$ cat config.mk
export PLATFORM = sky130hd
export DESIGN_NAME = pkt_unpacker
export DESIGN_NICKNAME = d
export VERILOG_FILES = /design/src/rtl/pkt_unpacker.sv
export SDC_FILE = /design/constraint.sdc
export NUM_CORES = 1
export LEC_CHECK = 0
export ABC_AREA = 1
export CAP_MARGIN = 5
export CORE_MARGIN = 4
export CORE_UTILIZATION = 40
export CTS_CLUSTER_DIAMETER = 60
export DETAILED_ROUTE_END_ITERATION = 10
export GPL_TIMING_DRIVEN = 0
export MAX_ROUTING_LAYER = met4
export PLACE_DENSITY = 0.73
export SKIP_CTS_REPAIR_TIMING = 1
export SLEW_MARGIN = 10
export SYNTH_ARGS = -nofsm -noshare
export SYNTH_HDL_FRONTEND = slang
export SYNTH_SLANG_ARGS = --single-unit
$ cat constraint.sdc
create_clock -name clk -period 1.4 [get_ports clk]
set_input_delay 0.14 -clock clk [delete_from_list [all_inputs] [get_ports clk]]
set_output_delay 0.14 -clock clk [all_outputs]
set_load 0.005 [all_outputs]
$ cat src/rtl/pkt_unpacker.sv
// Splits a header-prefixed word stream from a FWFT FIFO into framed payload
// packets carrying sop/eop markers, a destination tag and a delivered-packet count.
module pkt_unpacker #(
  parameter int DATA_WIDTH = 32,
  parameter int LEN_WIDTH  = 8,
  parameter int DEST_WIDTH = 4
) (
  input  logic                  clk,
  input  logic                  rst_n,
  input  logic [DATA_WIDTH-1:0] fifo_dout,
  input  logic                  fifo_empty,
  output logic                  fifo_rd_en,
  output logic [DATA_WIDTH-1:0] out_data,
  output logic                  out_valid,
  input  logic                  out_ready,
  output logic                  out_sop,
  output logic                  out_eop,
  output logic [DEST_WIDTH-1:0] out_dest,
  output logic [15:0]           pkt_cnt,
  output logic                  err_zero_len
);

  typedef enum logic {
    IDLE,
    PAYLOAD
  } state_t;

  state_t                state;
  state_t                state_next;
  logic [LEN_WIDTH-1:0]  rem;
  logic                  first;
  logic [DEST_WIDTH-1:0] dest_pend;
  logic [LEN_WIDTH-1:0]  hdr_len;
  logic [DEST_WIDTH-1:0] hdr_dest;
  logic                  hdr_pop;
  logic                  load;
  logic                  last_word;

  assign hdr_len   = fifo_dout[LEN_WIDTH-1:0];
  assign hdr_dest  = fifo_dout[LEN_WIDTH+DEST_WIDTH-1:LEN_WIDTH];
  assign last_word = (rem == LEN_WIDTH'(1));

  // The header pop ignores the output stage, so a new header can be taken
  // while the previous packet's last word is still waiting on out_ready.
  always_comb begin
    state_next = state;
    hdr_pop    = 1'b0;
    load       = 1'b0;
    case (state)
      IDLE: begin
        hdr_pop = rst_n && !fifo_empty;
        if (hdr_pop && (hdr_len != '0)) state_next = PAYLOAD;
      end
      PAYLOAD: begin
        load = !fifo_empty && (!out_valid || out_ready);
        if (load && last_word) state_next = IDLE;
      end
      default: state_next = IDLE;
    endcase
    fifo_rd_en = hdr_pop || load;
  end

  always_ff @(posedge clk or negedge rst_n) begin
    if (!rst_n) begin
      state        <= IDLE;
      rem          <= '0;
      first        <= 1'b1;
      dest_pend    <= '0;
      err_zero_len <= 1'b0;
    end else begin
      state        <= state_next;
      err_zero_len <= hdr_pop && (hdr_len == '0);
      if (hdr_pop && (hdr_len != '0)) begin
        rem       <= hdr_len;
        dest_pend <= hdr_dest;
        first     <= 1'b1;
      end
      if (load) begin
        rem   <= rem - LEN_WIDTH'(1);
        first <= 1'b0;
      end
    end
  end

  // out_dest is only refreshed from the pending copy when a payload word loads.
  always_ff @(posedge clk or negedge rst_n) begin
    if (!rst_n) begin
      out_data  <= '0;
      out_valid <= 1'b0;
      out_sop   <= 1'b0;
      out_eop   <= 1'b0;
      out_dest  <= '0;
    end else if (load) begin
      out_data  <= fifo_dout;
      out_valid <= 1'b1;
      out_sop   <= first;
      out_eop   <= last_word;
      out_dest  <= dest_pend;
    end else if (out_ready) begin
      out_valid <= 1'b0;
    end
  end

  always_ff @(posedge clk or negedge rst_n) begin
    if (!rst_n) begin
      pkt_cnt <= '0;
    end else if (out_valid && out_ready && out_eop) begin
      pkt_cnt <= pkt_cnt + 16'd1;
    end
  end

endmodule
# ---- Word level (Yosys, flattened, before mapping)
# Index checks and enable logic that the tools add are counted.
dict set report word_totals {
  regBits 70
  input_bits 36
  out_inout_bits 57
  elab_cells 42
}
dict set report op_classes {
  addsub 2
  n_eq_ne 1
  n_mux 11
  n_bitwise 1
  reduce_logical 16
}
# op count
set ops {}
lappend ops {{16-bit by 1-bit adder with 16-bit output (second input constant)} 1}
lappend ops {{8-bit two-way mux} 2}
lappend ops {{8-bit by 1-bit == test with 1-bit output (second input constant)} 1}
lappend ops {{1-bit logical AND} 8}
lappend ops {{8-bit logical NOT} 1}
lappend ops {{1-bit two-way mux} 8}
lappend ops {{8-bit nonzero test} 1}
lappend ops {{8-bit by 1-bit subtractor with 8-bit output (second input constant)} 1}
lappend ops {{2-bit nonzero test} 2}
lappend ops {{1-bit logical NOT} 2}
lappend ops {{1-bit logical OR} 2}
lappend ops {{1-bit case mux with 2 select lines} 1}
lappend ops {{1-bit inverter} 1}

# ---- Longest topological paths before layout
# Gate-level depths: netlist (run 1).
dict set report logic_depth {
  depth_word 6
  mapped_depth 8
  mapped_depth_nobuf 8
}

# ---- Worst setup path before layout (run 1)
# OpenSTA, ideal clock, no wires.
dict set report synth_path {
  path_type {register to register}
  startpoint {register pkt_cnt[1]}
  endpoint {register pkt_cnt[8]}
  setup_time_ns 0.120
  arrival_time_ns 1.130
  required_ns 1.280
  path_slack_ns 0.149
  stages_incl_launch_ff 7
  n_path_buf 0
  synth_period_minus_slack_ns 1.251
  cell_sequence {dfrtp_1 > ha_1 > inv_1 > nor3_4 > nand2_1 > o21ai_1 > nand2_1}
}
dict set report synth_via {
  elab_chain_len 1
}
# item line_no
set synth_lines {}
lappend synth_lines {{start, declared} 19} ;# output logic [15:0] pkt_cnt,
lappend synth_lines {{start signal, assigned} 108} ;# pkt_cnt <= pkt_cnt + 16'd1;
lappend synth_lines {{16-bit by 1-bit adder with 16-bit output} 108}
# No other way between the ends.
# A chain may end at the register's enable or synchronous reset.

# ---- Final worst setup path (run 1)
dict set report layout_path {
  startpoint {register out_eop}
  endpoint {register pkt_cnt[8]}
}
dict set report layout_via {
  elab_chain_len 1
}
# item line_no
set layout_lines {}
lappend layout_lines {{start, declared} 17} ;# output logic out_eop,
lappend layout_lines {{start signal, assigned} 97} ;# out_eop <= last_word;
lappend layout_lines {{1-bit logical AND} 107} ;# end else if (out_valid && out_ready && out_eop) begin
# No other way between the ends.

==> results.cfg, run 1 <==
[clock_tree]
cts_buffers = 9
root_buffer = clkbuf_8
cts_max_path_buffers = 2
h-tree-depth = 3
clk_pin_slew_ns = 0.08
worstSkewPairLatency_ns = 0.34
clkSinkCount = 70
cts_tree = yes

[synthesis]
synth_cell_types = 28
yosysWarnings = 0
syn_nets = 431
syn-cell-area_um2 = 3253
syn_inst = 392
syn_area_per_cell_um2 = 8.299
seq_area_frac_synth_pct = 53.88
synth-seq-cells = 70

[sta]
worst_slack_ns = -0.007251
tns_ns = -0.007251
fin_crit_sh_pct = 100.5
slew_headroom_pct = 78.72
whs_ns = -0.3882
period_minus_slack_ns = 1.407
final_max_slew_viol_count = 0
hold_viol_final = 69
rsz0062_at_grt = true
tightest_slew_ns = 0.3192
setup_viol = 1
clock_skew_ns = 0.008343
fmax_mhz = 710.6

[floorplan]
rows = 32
ioPinCount = 93
die_h_um = 98.18
core-area_um2 = 7807
die-width_um = 98.18
initial_core_util_pct = 41.67
die_area_um2 = 9639

[layout]
drive_gt1_share_pct = 14.26
area_growth_pct = 47.69
fin_nets = 560
postLayoutCoreUtil_pct = 61.54
num_antenna_cells = 0

[worst_setup_path]
cp_cell_sequence = buf_4 > nand3_4 > nor3_4 > nand2_2 > nor2_2 > nand2_1 > nand2_1
reg2reg_to = pkt_cnt[8]
arrival_ns = 1.69
critPathCapture = pkt_cnt[8]
crit_slowest_cell = dfrtp_2
crit_path_max_incr_delay_ns = 0.42
reg2reg_from = out_eop
cp_max_fo = 6
worstSetupEndpointType = register
crit_type = reg -> reg
critPathTopFamily = simple AND/OR/NAND/NOR gates
worst_path_most_repeated_cell = nand2_1
crit_path_start = out_eop
regToRegSetupSlack_ns = -0.007
cp_data_required_time_ns = 1.68
crit_path_start_kind = register
cp.depth = 7
worst-r2r-cell-count = 7
path_buf_inv = 1

[status]
run_status = finished, violations left
violations = negative hold slack, negative setup slack

[placed_design]
io_buffer_count = 92
place.gp.congestion = 0.8812
dp_slack_ns = -0.5661
hpwl_um = 5944

[routing]
avgViaCountPerCell = 4.783
vias = 3004
routedWlPerCell_um = 13.51
drt_iter0_markers = 151
routed_wl_um = 8483
drc = 0
drtAntennaViolNets = 0
dr.pass1.iters = 4

[run]
maxCapViolCount = 0

[power_and_ir_drop]
peakVddDrop_v = 0.0007903
power_leakage_uw = 0.002779
cellPowerDensity_nw_per_um2 = 1617

[global_routing]
grt_use_total_pct = 17.84
first_global_vias = 2978
gr-total-overflow = 0
antenna_found_initial = 0
grt_first_pass_wirelength_um = 13700
grt_max_degree = 65

[min_path]
worstHoldPathType = in -> async
-- registers in the layout, summed over array words and instances, names as in the netlist --
signal and cells:
pkt_cnt 16, out_sop 1, first 1, out_valid 1, out_dest 4, out_eop 1
rem 8, state 1, out_data 32, dest_pend 4, err_zero_len 1
-- how the worst min path moves through the flow --
stage                            start      endpoint  slack (ns)
after detailed placement         rst_n    pkt_cnt[7]       -0.02
after CTS                        rst_n    pkt_cnt[9]       -0.40
after global routing             rst_n    pkt_cnt[9]       -0.40
final                            rst_n    pkt_cnt[9]       -0.39
after floorplan                  rst_n  dest_pend[0]       -0.16
after global placement    dest_pend[0]   out_dest[0]        0.46
-- cell families (layout without fill, tap and decap cells) --
logic type      after synthesis  after routing  synth area share [%]
fa+ha+maj                     3              3                 1.154
compound gates               24             24                 4.192
xor+xnor                      8              8                 2.154
flops                        70             70                 53.88
simple gates                239            239                 32.15
buf+inv                      48            182                 6.461
-- synthesized netlist by cell type, drive strengths merged --
| cell type | instances | share of area, % |
|---|---|---|
| nand2 | 175 | 21 |
| dfrtp | 69 | 53 |
| inv | 38 | 4.5 |
| nand3 | 28 | 5.4 |
| nor2 | 25 | 3.6 |
| o21ai | 22 | 3.4 |
| buf | 9 | 1.9 |
| xor2 | 6 | 1.6 |
| nand4 | 5 | 0.96 |
| nor3 | 5 | 1.5 |
| ha | 3 | 1.2 |
| xnor2 | 2 | 0.54 |
| clkbuf | 1 | 0.12 |
| dfstp | 1 | 0.81 |
| nand3b | 1 | 0.23 |
| o21bai | 1 | 0.58 |
| o31ai | 1 | 0.23 |
-- worst register-to-register path, cell delays in order, from the launching register on --
cell and delay (ns):
dfrtp_2 0.42, buf_4 0.13, nand3_4 0.13, nor3_4 0.27
nand2_2 0.12, nor2_2 0.12, nand2_1 0.08, nand2_1 0.09
-- metal layers --
metal | routed length, µm | track usage [%] | vias up | share of wire, %
met5 | 0 | - | - | 0
met4 | 65 | 4.517 | 0 | 0.77
met1 | 3658 | 22.71 | 1434 | 43
met3 | 520 | 4.929 | 8 | 6.1
met2 | 4239 | 28.32 | 90 | 50
li1 | - | - | 1472 | -
-- placed cells by master, fill, tap and decap left out, types with 4 or more instances in the layout --
| cell type | netlist | routed |
|---|---|---|
| nand2_1 | 173 | 172 |
| dfrtp_1 | 69 | 67 |
| clkdlybuf4s50_1 | 0 | 63 |
| inv_1 | 37 | 37 |
| buf_4 | 4 | 30 |
| dlymetal6s2s_1 | 0 | 27 |
| nand3_1 | 24 | 24 |
| nor2_1 | 23 | 19 |
| o21ai_0 | 19 | 19 |
| clkbuf_8 | 0 | 9 |
| xor2_1 | 6 | 6 |
| nand4_1 | 5 | 5 |
| nor2_2 | 0 | 4 |
-- where the power goes --
group | switching, µW | leakage (µW) | internal [µW]
combinational | 1380 | 0.00181 | 1570
sequential | 459 | 0.000876 | 2730
clock | 805 | 0.0000956 | 825
total | 2650 | 0.00278 | 5120
-- per-stage QoR --
stage	cells	cell area (µm²)	hold slack, ns	power, µW
after global placement	586	4302	0.4581	5995
after detailed placement	587	4327	-0.02199	6101
after global routing	628	4805	-0.3973	8345
after CTS	603	4523	-0.4014	7759
final	628	4805	-0.3882	7768
after floorplan	392	3253	-0.1556	4475
-- area by class of cell --
cell class | instances | area (µm²)
fill | 661 | 3003
sequential | 70 | 1755
multi-input combinational | 274 | 1311
timing repair buffer | 118 | 1196
inverter | 38 | 145.1
tap | 102 | 127.6
clock buffer | 9 | 123.9
clock inverter | 7 | 72.57
buffer | 10 | 72.57
(Power assumes the default switching activity.)
==> inputs of run 2 (changes only) <==
Settings changed: ABC_AREA 1 to 0, ABC_CLOCK_PERIOD_IN_PS set to 1400, PLACE_DENSITY 0.73 to 0.74.
==> results.cfg, run 2 <==
[global_routing]
grt_max_degree = 45
gr-total-overflow = 0
grt_use_total_pct = 17.65
first_global_vias = 2499
antenna_found_initial = 0
grt_first_pass_wirelength_um = 11800

[sta]
fin_crit_sh_pct = 118.7
whs_ns = 0.3190
slew_headroom_pct = 36.70
fmax_mhz = 601.9
hold_viol_final = 0
worst_slack_ns = -0.2615
period_minus_slack_ns = 1.661
clock_skew_ns = 0.01169
tightest_slew_ns = 0.9463
setup_viol = 15
rsz0062_at_grt = true
final_max_slew_viol_count = 0

[layout]
area_growth_pct = 65.98
largest_register_ffs = 32
fin_nets = 502
drive_gt1_share_pct = 22.01
num_antenna_cells = 0
most-common-layout-cells = 145 x nand2_1, 65 x dfrtp_1, 62 x clkdlybuf4s50_1
reg.largest.list = out_data (32), pkt_cnt (16), rem (8)
postLayoutCellArea_um2 = 4951
final_cells = 567
top_register = out_data
mostFrequentLayoutCell = nand2_1
postLayoutCoreUtil_pct = 68.26

[routing]
routed_wl_um = 8571
vias = 2707
avgViaCountPerCell = 4.774
drt_iter0_markers = 130
drtAntennaViolNets = 0
dr.pass1.iters = 5
drc = 0
routedWlPerCell_um = 15.12

[synthesis]
synth_ff_type = dfrtp_1
yosysWarnings = 0
synth-seq-cells = 70
syn_inst = 313
synth_edf_count = 0
synth_top_area_share_pct = 57.89
syn_nets = 352
synth_async_sr_flop_share_pct = 100.0
ys_top_cells_by_count = 148 x nand2_1, 69 x dfrtp_1, 12 x nand3_1, 12 x xnor2_1, 8 x clkbuf_1
syn-cell-area_um2 = 2983
syn_area_per_cell_um2 = 9.530
seq_area_frac_synth_pct = 58.77
yosys-top-cells-area = dfrtp_1 58%, nand2_1 19%, xnor2_1 3.5%
synth_cell_types = 37
yosysMostFrequentCell = nand2_1
synth_top_area_cell = dfrtp_1

[status]
run_status = finished, violations left
violations = negative setup slack

[clock_tree]
h-tree-depth = 3
clk_pin_slew_ns = 0.08
root_buffer = clkbuf_8
cts_buffers = 9
worstSkewPairLatency_ns = 0.34
cts_max_path_buffers = 2
clkSinkCount = 70
cts_tree = yes

[floorplan]
ioPinCount = 93
core-area_um2 = 7253
die_h_um = 94.36
die-width_um = 94.36
initial_core_util_pct = 41.12
rows = 31
die_area_um2 = 8903

[placed_design]
place.gp.congestion = 0.8567
hpwl_um = 5195
io_buffer_count = 92
placed_cells = 505
placed_area_um2 = 4065

[power_and_ir_drop]
peakVddDrop_v = 0.0008028
cellPowerDensity_nw_per_um2 = 1428
p_total_uw = 7071
power_leakage_uw = 0.002729

[worst_setup_path]
reg2reg_from = rem[4]
arrival_ns = 1.90
cp_max_fo = 4
cp_cell_sequence = or4_4 > nor4b_4 > nand2_1 > a21o_1
crit_path_max_incr_delay_ns = 0.59
regToRegSetupSlack_ns = -0.26
cp_data_required_time_ns = 1.64
worstSetupEndpointType = register
crit_slowest_cell = or4_4
worst-r2r-cell-count = 4
crit_path_start = rem[4]
crit_type = reg -> reg
reg2reg_to = state
crit_path_start_kind = register

[run]
maxCapViolCount = 0

[min_path]
hold_depth = 3
min_to = out_data[24]
hp-start = fifo_dout[24]
worstHoldPathType = in -> reg
run 2: cell types whose count changed after synthesis, sizes merged, moves of 5 or more:
cell    change
xnor2      +10
buf         -8
nor2       -18
o21ai      -21
nand3      -16
nand2      -27
clkbuf      +7
inv        -31
and3        +5
run 2: final cells by class:
type / count / area (µm²)
buffer: 6 / 40.04
clock buffer: 11 / 151.4
sequential: 70 / 1758
timing repair buffer: 142 / 1471
multi-input combinational: 227 / 1323
clock inverter: 5 / 57.56
inverter: 7 / 26.28
fill: 532 / 2302
tap: 99 / 123.9
run 2: logic make-up after synthesis:
logic type               count (synthesis)  share of synthesized area (%)
flip-flops                              70                          58.77
multiplexers                             1                         0.3775
buffers and inverters                   16                          2.140
adder cells (fa/ha/maj)                  3                          1.259
AO/OA/AOI/OAI                           14                          4.237
AND/OR/NAND/NOR                        194                          28.82
XOR/XNOR                                15                          4.404
run 2: metrics by stage:
stage	setup WS (ns)	setup TNS (ns)
final	-0.2615	-2.366
after global routing	-0.2882	-6.553
after CTS	-0.6467	-10.88
after detailed placement	-0.7063	-28.88
after global placement	-3.067	-219.47
after floorplan	-0.1076	-0.2266
run 2: critical path: cells and delay by family (launching register included):
family           cells  cell delay, ns
flip-flops           1            0.41
AO/OA/AOI/OAI        1            0.18
AND/OR/NAND/NOR      3            0.96
run 2: how the worst max path moves through the flow:
stage	depth (start not counted)	slack [ns]	to
2_1_floorplan	4	-0.11	state
3_3_place_gp	5	-3.07	rem[6]
3_5_place_dp	6	-0.71	rem[6]
4_1_cts	5	-0.65	fifo_rd_en
5_1_grt	4	-0.29	state
6_report	4	-0.26	state
run 2: power breakdown:
group | internal [µW] | switching, µW | total [µW]
Sequential | 2590 | 405 | 3000
Clock | 920 | 770 | 1690
Combinational | 1360 | 1020 | 2380
run 2: routing by layer:
layer	vias to the layer above	global-route usage, %	wire length (µm)	part of all wire [%]
met5	-	-	0	0
met4	0	4.934	89	1.0
met3	11	6.215	495	5.8
li1	1321	-	-	-
met2	68	27.42	4282	50
met1	1307	21.98	3703	43
==> inputs of run 3 (changes only) <==
Settings changed: CORE_MARGIN 4 to unset, GPL_TIMING_DRIVEN 0 to unset.
==> results.cfg, run 3 (synthesis results as in run 2) <==
[power_and_ir_drop]
p_total_uw = 7737
cellPowerDensity_nw_per_um2 = 1562
power_leakage_uw = 0.002613
peakVddDrop_v = 0.0008634

[worst_setup_path]
reg2reg_from = rem[4]
regToRegSetupSlack_ns = -0.20
worstSetupEndpointType = register
crit_path_start_kind = register
worst-r2r-cell-count = 4
reg2reg_to = state
cp_data_required_time_ns = 1.64
arrival_ns = 1.83
crit_type = reg -> reg
cp_max_fo = 3

[layout]
top_register = out_data
drive_gt1_share_pct = 24.16
reg.largest.list = out_data (32), pkt_cnt (16), rem (8)
postLayoutCellArea_um2 = 4954
area_growth_pct = 66.07
multi_input_area_um2 = 1291
final_cells = 575
mostFrequentLayoutCell = nand2_1
num_antenna_cells = 0
most-common-layout-cells = 140 x nand2_1, 75 x clkdlybuf4s50_1, 66 x dfrtp_1
fin_nets = 510
largest_register_ffs = 32
fillers = 560
regArea_um2 = 1757

[sta]
fmax_mhz = 626.7
clock_skew_ns = 0.006668
worst_slack_ns = -0.1957
setup_viol = 14
hold_viol_final = 0
final_max_slew_viol_count = 0
slew_headroom_pct = 41.11
tightest_slew_ns = 0.8833
rsz0062_at_grt = true
fin_crit_sh_pct = 114.0
period_minus_slack_ns = 1.596

[global_routing]
grt_first_pass_wirelength_um = 12100
grt_max_degree = 71
grt_use_met1_pct = 28.38
grtUsageMet2_pct = 31.82
use_met3_pct = 4.104
gr-total-overflow = 0
first_global_vias = 2513
antenna_found_initial = 0
grt_use_total_pct = 21.06
top_usage_layer = met2

[min_path]
worstHoldPathType = in -> async

[floorplan]
die-width_um = 88.36
initial_core_util_pct = 41.35
die_h_um = 88.36
ioPinCount = 93
rows = 31
die_area_um2 = 7807
core-area_um2 = 7214

[clock_tree]
worstSkewPairLatency_ns = 0.34
cts_buffers = 9
cts_max_path_buffers = 2
clkSinkCount = 70
clk_pin_slew_ns = 0.08
cts_tree = yes
h-tree-depth = 3
root_buffer = clkbuf_8

[placed_design]
placed_cells = 535
placed_area_um2 = 4322
io_buffer_count = 92
place.gp.congestion = 0.8361
dp_slack_ns = -0.3405
hpwl_um = 5218

[status]
violations = negative setup slack
run_status = finished, violations left

[routing]
dr.pass1.iters = 4
drtAntennaViolNets = 0
vias = 2734
avgViaCountPerCell = 4.755
routedWlPerCell_um = 13.96
drt_iter0_markers = 111
routed_wl_um = 8027
drc = 0

[run]
maxCapViolCount = 0
## run 3: through the flow
step | utilization, % | TNS (ns) | hold slack (ns)
2_1_floorplan | - | -0.2266 | -0.1556
3_3_place_gp | 59.90 | -12.09 | 0.4229
3_5_place_dp | 59.90 | -13.15 | 0.4094
4_1_cts | 63.44 | -2.574 | 0.04737
5_1_grt | 68.66 | -1.912 | 0.08638
6_report | 68.66 | -1.225 | 0.005501
## run 3: layer usage
layer  vias up  routed length, µm
met5         -                  0
met4         0                 87
met3         7                355
met2        70               3944
met1      1326               3640
li1       1331                  -
## run 3: final cells by class
type	instances	area share (%)
timing repair buffer	156	30.29
sequential	70	35.46
inverter	7	0.5304
tap	99	2.501
clock buffer	11	3.056
multi-input combinational	227	26.07
clock inverter	5	2.096
## run 3: how the worst max path moves through the flow
stage	startpoint	to	slack [ns]	depth (start not counted)
CTS	state	fifo_rd_en	-0.45	3
detailed placement	fifo_dout[2]	rem[5]	-0.34	5
global route	rem[4]	state	-0.24	4
global placement	fifo_empty	rem[4]	-0.36	6
finish	rem[4]	state	-0.20	4
floorplan	rem[4]	state	-0.11	4
## run 3: where the power goes
group	switching [µW]	total [µW]	internal [µW]	leakage, µW
clock network	773	2060	1280	0.000130
logic	1180	2750	1560	0.00160
registers	345	2930	2590	0.000880
total	2300	7740	5440	0.00261
## run 3: worst max-delay path, cell delays in order (launching register included)
cell	delay [ns]
dfrtp_1	0.39
or4_4	0.57
nor4b_4	0.28
nand2_1	0.09
a21o_1	0.17
